### config.mk
export PLATFORM = sky130hd
export DESIGN_NAME = hdelay_arbiter
export DESIGN_NICKNAME = d
export VERILOG_FILES = /design/src/rtl/hdelay_arb_pkg.sv /design/src/rtl/hrr_arbiter.sv /design/src/rtl/hdelay_arbiter.sv
export SDC_FILE = /design/constraint.sdc
export NUM_CORES = 1
export LEC_CHECK = 0
export CAP_MARGIN = 10
export CORE_MARGIN = 4
export CORE_UTILIZATION = 40
export CTS_CLUSTER_SIZE = 8
export DETAILED_ROUTE_END_ITERATION = 12
export GPL_TIMING_DRIVEN = 0
export PLACE_DENSITY_LB_ADDON = 0.25
export SLEW_MARGIN = 20
export SYNTH_ARGS = -nofsm -noshare
export SYNTH_HDL_FRONTEND = slang
export SYNTH_SLANG_ARGS = --single-unit
### constraint.sdc
create_clock -name hclk -period 5.81 [get_ports hclk]
set_input_delay 0.581 -clock hclk [delete_from_list [all_inputs] [get_ports hclk]]
set_output_delay 0.581 -clock hclk [all_outputs]
set_load 0.03 [all_outputs]
### src/rtl/hdelay_arb_pkg.sv
// Shared types and helpers for the delay-line arbiter: FSM states and requester-id sizing.
package hdelay_arb_pkg;

    typedef enum logic [1:0] {
        IDLE  = 2'd0,
        RUN   = 2'd1,
        DRAIN = 2'd2
    } arb_state_t;

    // Requester-id width; a single bit is kept even for degenerate counts.
    function automatic int id_width(input int n);
        return (n <= 2) ? 1 : $clog2(n);
    endfunction

endpackage

### src/rtl/hrr_arbiter.sv
// Round-robin picker: scans the eligible vector starting at a rotating pointer,
// returns a one-hot grant plus the encoded winner, and advances past the winner.
module hrr_arbiter
    import hdelay_arb_pkg::*;
#(
    parameter int N  = 4,
    parameter int IW = id_width(N)
) (
    input  logic          clk,
    input  logic          rst_n,
    input  logic [N-1:0]  eligible,
    output logic [N-1:0]  grant,
    output logic [IW-1:0] winner,
    output logic          found
);

    logic [IW-1:0] ptr;
    logic [IW:0]   sum;
    logic [IW-1:0] idx;

    always_comb begin
        grant  = '0;
        winner = '0;
        found  = 1'b0;
        sum    = '0;
        idx    = '0;
        for (int k = 0; k < N; k++) begin
            sum = {1'b0, ptr} + (IW+1)'(k);
            if (sum >= (IW+1)'(N)) begin
                sum = sum - (IW+1)'(N);
            end
            idx = sum[IW-1:0];
            if (!found && eligible[idx]) begin
                found      = 1'b1;
                grant[idx] = 1'b1;
                winner     = idx;
            end
        end
    end

    // Pointer only moves on an actual grant, so an empty cycle keeps the rotation fair.
    always_ff @(posedge clk or negedge rst_n) begin
        if (!rst_n) begin
            ptr <= '0;
        end else if (found) begin
            ptr <= (winner == IW'(N-1)) ? '0 : winner + IW'(1);
        end
    end

endmodule

### src/rtl/hdelay_arbiter.sv
// Shares an external fixed-latency delay line among NUM_REQ streams; a tag pipe of
// equal depth carries {valid, id} so each delayed sample is routed back to its owner.
module hdelay_arbiter
    import hdelay_arb_pkg::*;
#(
    parameter int DATA_WIDTH = 8,
    parameter int NUM_REQ    = 4,
    parameter int NUM_DELAY  = 5,
    parameter int MAX_OUTST  = 4
) (
    input  logic                          hclk,
    input  logic                          hres,
    input  logic                          hen,
    input  logic                          hflush,
    input  logic [NUM_REQ-1:0]            hreq_valid,
    input  logic [NUM_REQ*DATA_WIDTH-1:0] hreq_data,
    output logic [NUM_REQ-1:0]            hreq_ready,
    output logic [DATA_WIDTH-1:0]         hpipe_in,
    input  logic [DATA_WIDTH-1:0]         hpipe_out,
    output logic [NUM_REQ-1:0]            hrsp_valid,
    output logic [DATA_WIDTH-1:0]         hrsp_data,
    output logic                          hbusy,
    output logic                          hidle,
    output arb_state_t                    hstate
);

    // Handshake: a request transfers in the cycle where hreq_valid[i] & hreq_ready[i];
    // responses are single-cycle strobes with no backpressure.
    localparam int IW = id_width(NUM_REQ);
    localparam int CW = $clog2(MAX_OUTST + 1);
    localparam logic [CW-1:0] MAX_C = CW'(MAX_OUTST);

    arb_state_t           state, state_nx;
    logic                 grant_en;
    logic                 found;
    logic                 tail_valid;
    logic                 pending;
    logic [NUM_REQ-1:0]   eligible;
    logic [NUM_REQ-1:0]   grant;
    logic [IW-1:0]        winner;
    logic [IW-1:0]        tail_id;
    logic [NUM_DELAY-1:0] tag_valid;
    logic [IW-1:0]        tag_id [NUM_DELAY];
    logic [CW-1:0]        credit [NUM_REQ];

    assign grant_en = (state == RUN) && hen && !hflush;

    always_comb begin
        eligible = '0;
        for (int i = 0; i < NUM_REQ; i++) begin
            eligible[i] = grant_en && hreq_valid[i] && (credit[i] < MAX_C);
        end
    end

    hrr_arbiter #(
        .N  (NUM_REQ),
        .IW (IW)
    ) u_rr (
        .clk      (hclk),
        .rst_n    (hres),
        .eligible (eligible),
        .grant    (grant),
        .winner   (winner),
        .found    (found)
    );

    assign hreq_ready = grant;
    assign hpipe_in   = found ? hreq_data[winner*DATA_WIDTH +: DATA_WIDTH] : '0;

    assign tail_valid = tag_valid[NUM_DELAY-1];
    assign tail_id    = tag_id[NUM_DELAY-1];
    assign hrsp_data  = hpipe_out;
    assign hbusy      = |tag_valid;
    assign hidle      = (state == IDLE);
    assign hstate     = state;

    always_comb begin
        hrsp_valid = '0;
        if (tail_valid) begin
            hrsp_valid[tail_id] = 1'b1;
        end
    end

    // Tags that will still be in flight after this edge (the tail leaves now).
    always_comb begin
        pending = 1'b0;
        for (int i = 0; i < NUM_DELAY - 1; i++) begin
            pending = pending | tag_valid[i];
        end
    end

    always_comb begin
        state_nx = state;
        if (hflush) begin
            state_nx = IDLE;
        end else begin
            case (state)
                IDLE:    if (hen) state_nx = RUN;
                RUN:     if (!hen) state_nx = DRAIN;
                DRAIN: begin
                    if (hen) begin
                        state_nx = RUN;
                    end else if (!pending) begin
                        state_nx = IDLE;
                    end
                end
                default: state_nx = IDLE;
            endcase
        end
    end

    always_ff @(posedge hclk or negedge hres) begin
        if (!hres) begin
            state <= IDLE;
        end else begin
            state <= state_nx;
        end
    end

    always_ff @(posedge hclk or negedge hres) begin
        if (!hres) begin
            tag_valid <= '0;
            for (int i = 0; i < NUM_DELAY; i++) begin
                tag_id[i] <= '0;
            end
        end else begin
            tag_valid[0] <= found;
            tag_id[0]    <= winner;
            for (int i = 1; i < NUM_DELAY; i++) begin
                tag_valid[i] <= tag_valid[i-1];
                tag_id[i]    <= tag_id[i-1];
            end
            if (hflush) begin
                tag_valid <= '0;
            end
        end
    end

    always_ff @(posedge hclk or negedge hres) begin
        if (!hres) begin
            for (int i = 0; i < NUM_REQ; i++) begin
                credit[i] <= '0;
            end
        end else begin
            for (int i = 0; i < NUM_REQ; i++) begin
                if (hflush) begin
                    credit[i] <= '0;
                end else begin
                    case ({found && (winner == IW'(i)), tail_valid && (tail_id == IW'(i))})
                        2'b10:   credit[i] <= credit[i] + CW'(1);
                        2'b01:   if (credit[i] != '0) credit[i] <= credit[i] - CW'(1);
                        default: credit[i] <= credit[i];
                    endcase
                end
            end
        end
    end

endmodule

==> summary by stage <==
Global route
Entering global routing, the biggest net connects 32 pins. For met3 alone, demand over resource in global routing was 5.04%. The met2 usage in global routing is 27.4%. The via count of the first global-routing pass came to 2249. The initial antenna violation count is 0. In this run the most used layer during global routing was met2. The met1 demand-to-capacity share in global routing is 21.3%. The wire length of the first global-routing pass is 10100 um.

Global routing consumed, over all layers together, 16.9% of the routing resources. The leftover overflow at the end of global routing is 0.

Logic synthesis
The prevailing post-synth register cell is sky130_fd_sc_hd__dfrtp_1. The number of synthesis warnings is 0. The cell count after synthesis came out at 279. The average cell area after synthesis is 8.78 um2. The count of flip-flops with a built-in enable after synthesis is 0. The synthesized netlist net count is 336. In this run, distinct cell masters in the synthesized netlist total 66.

The async set or reset register ratio after synthesis is 100%. In this run the cell area of the synthesized design comes to 2450 um2. Sequential cells were found to cover 31.7% of the synthesized design area. The number of register bits inferred by synthesis is 31.

Worst setup path
The reg-to-reg critical path startpoint is u_rr.ptr[0]. The critical setup path kind is flop to flop. The worst setup path is launched from a flop. The worst setup path endpoint is credit[2].

Of all nets on the critical path, the largest fanout is 10. The most common cell type on the critical path is sky130_fd_sc_hd__ha_1. The standard cell with the maximum stage delay on the critical path is sky130_fd_sc_hd__or4_4.

The capture instance of the worst register-to-register path is credit[2]. Counting cells, the worst reg-to-reg path comes to 18. The largest stage delay on the critical path is 0.52 ns. The critical path goes through clkinv_1 > ha_1 > mux4_1 > nor3b_2 > or2_1 > a22oi_1 > buf_4 > buf_8 > inv_1 > ha_1 > and2_4 > buf_6 > nor2_1 > xor2_1 > ha_1 > or4_4 > and3_1 > o21ba_1. Setup slack on the worst reg-to-reg path comes out at 1.07 ns.

At the worst endpoint, the arrival time is 4.91 ns. STA classifies the critical path endpoint as a flop. The critical path starts at u_rr.ptr[0]. At the worst endpoint, the required time is 5.98 ns.

STA
Setup repair after global routing left no endpoint under its margin. Setup violations remaining at the end of the flow were counted as 0. The clock period could shrink to 4.74 ns.

The share of the cycle needed by the critical path after routing is 81.6%. The worst clock skew on the final layout is 0.00690 ns. The number of slew-limit violations in the final report is 0. The fmax is 0.211 GHz. The total negative setup slack is 0 ns. The relative max-transition margin is 53.7%.

The number of hold-slack violations in the final timing report is 0. At the pin with the least slew margin, the transition time is 0.695 ns.

Route
The detailed router placed 2336 vias in this run. The DRC violation total after the first TritonRoute iteration is 122. The number of design rule violations left after detail routing is 0. The first detailed-routing pass ran for 4 iterations. The average detailed-routed wire length per instance is 14.1 um.

The count of antenna-violating nets left after detailed routing is 0. Using the TritonRoute via totals, the vias-per-cell ratio works out to 5.45. After detailed routing, the total wire length is 6050 um.

Layout
The count of filler cells inserted in the layout is 553. The sequential cells in the finished layout cover a total of 776 um2. The combined area of the multi-input logic cells is 1470 um2. Leaving out fill and tap cells, the most frequent cells in the layout are sky130_fd_sc_hd__clkdlybuf4s50_1 (66), sky130_fd_sc_hd__dfrtp_1 (31), sky130_fd_sc_hd__nand2_1 (29). 0 antenna diodes ended up in the layout. Leaving out fill and tap cells, the most frequent cell in the layout is sky130_fd_sc_hd__clkdlybuf4s50_1. The core occupancy in the finished layout is 56.2%. At the end of the flow, the number of nets in the layout was 410. The fraction of layout instances using a drive strength above 1 is 11.0%. The area growth from synthesis to layout is 35.8%.

Clocking
After clock tree synthesis, the clock-pin slew on the worst setup and hold paths is 0.07 ns. The latest clock arrival within the worst-skew pair is 0.28 ns. The maximum buffer depth of the clock tree is 2. In this run the post-CTS setup repair buffer count came out at 0. TritonCTS built the clock tree. The number of buffers created by CTS is 5. The H-tree level count is 2. The clock tree root driver cell is sky130_fd_sc_hd__clkbuf_8. In this run, post-CTS repair resized a total of 0 instances.

The number of sinks handled by clock tree synthesis is 31. The number of hold buffers added after CTS was 0.

Floorplanning
The horizontal die dimension is 86.2 um. The number of standard-cell rows in the floorplan is 28. From bottom edge to top edge, the die measures 86.2 um. The area enclosed by the die boundary is 7440 um2.

The core region is 5920 um2. The count of boundary I/O pins is 76. The initial utilization of the core area, before any placement, comes to 41.4%.

Place
The number of port buffers is 67. The HPWL after detailed placement is 4670 um. The congestion estimate from routability-driven global placement came to 0.855.

Outcome
The flow ran to the end, and the final reports show no timing, DRC or antenna violations.

Flow run
The number of maximum-capacitance constraint violations is 0.

Hold path
The type of the most critical hold path is input pin to asynchronous set/reset pin.

Power
The leakage power is 1.53 nW. The worst-case IR drop observed on VDD is 0.142 mV. The power density over the cells is 243 nW/um2.
==> synthesized netlist by cell type (all sizes together), types with 2 or more instances <==
cell type  number  area [um2]
or2b            2        16.3
clkinv          2        7.51
and2            2        15.0
ha              8         100
mux2            2        22.5
nand2b          4        27.5
a31oi           6        37.5
a21oi           7        35.0
and3           12        75.1
nor4            2        12.5
nor2           22        85.1
or3b            2        17.5
nor3           11        55.1
a22oi           5        37.5
or2             2        12.5
a211oi          7        57.6
nand3b          2        15.0
mux2i          18         180
nand3           9        45.0
nor2b           5        31.3
o22ai           4        25.0
o21ai          10        50.0
buf            13         110
a2bb2oi         2        23.8
xnor2           6        52.6
nand2          29         109
a221o           5        50.1
dfrtp          31         776
mux4            2        48.8
inv            15        56.3
nor3b           3        32.5
clkbuf          9        33.8
==> flip-flops by register name, indices dropped and copies added (netlist names) <==
| name | count |
|---|---|
| u_rr.ptr | 2 |
| tail_id | 2 |
| tag_id | 8 |
| tag_valid | 5 |
| hstate | 2 |
| credit | 12 |
==> power breakdown <==
| part | total (mW) | switching, mW | internal, mW |
|---|---|---|---|
| combinational | 0.330 | 0.176 | 0.154 |
| clock | 0.218 | 0.0795 | 0.139 |
| sequential | 0.259 | 0.0233 | 0.236 |
| total | 0.807 | 0.279 | 0.528 |
==> cell families (layout without fill, tap and decap cells) <==
| logic type | after synthesis | in the layout | synth area share (%) |
|---|---|---|---|
| muxes | 22 | 22 | 10.3 |
| buffers and inverters | 39 | 114 | 8.48 |
| and+or+nand+nor | 115 | 115 | 25.7 |
| AOI/OAI and AO/OA | 56 | 56 | 16.5 |
| xor gates and xnor gates | 7 | 7 | 2.50 |
| adders and majority gates | 9 | 9 | 4.91 |
| DFF | 31 | 31 | 31.7 |
==> how the worst min path moves through the flow <==
stage / endpoint / slack [ns]
global route: tag_id[3] / 0.36
floorplan: credit[0] / 0.29
global placement: tag_id[5] / 0.33
CTS: tag_id[7] / 0.35
detailed placement: tag_id[4] / 0.34
finish: credit[7] / 0.34
==> layer usage <==
metal / up-vias / routed length [um]
li1: 1148 / -
met4: 0 / 95
met3: 6 / 510
met1: 1104 / 2660
met2: 78 / 2790
met5: - / 0
==> worst max-delay path, delay by kind of cell, from the launching register on <==
family	cells	cell delay, ns
and+or+nand+nor	6	1.42
buffers and inverters	5	0.92
AOI/OAI and AO/OA	2	0.37
DFF	1	0.50
xor gates and xnor gates	1	0.09
adders and majority gates	3	0.93
muxes	1	0.41
==> final cells by class <==
class                      count  area share (%)
tap                           75            2.82
clock buffer                   6            2.48
sequential                    31            23.3
timing repair buffer          67            20.0
buffer                        22            4.33
inverter                      17            1.92
clock inverter                 2            1.05
multi-input combinational    209            44.1
==> metrics by stage <==
step	cell area, um2	setup WS (ns)	power [mW]	cells	hold slack [ns]
floorplan	2450	1.61	0.484	279	0.285
global placement	3210	0.872	0.590	421	0.331
detailed placement	3210	0.825	0.592	421	0.336
CTS	3330	1.06	0.818	429	0.352
global route	3330	0.751	0.856	429	0.361
finish	3330	1.07	0.807	429	0.343
Power figures use the tool's default switching activity.
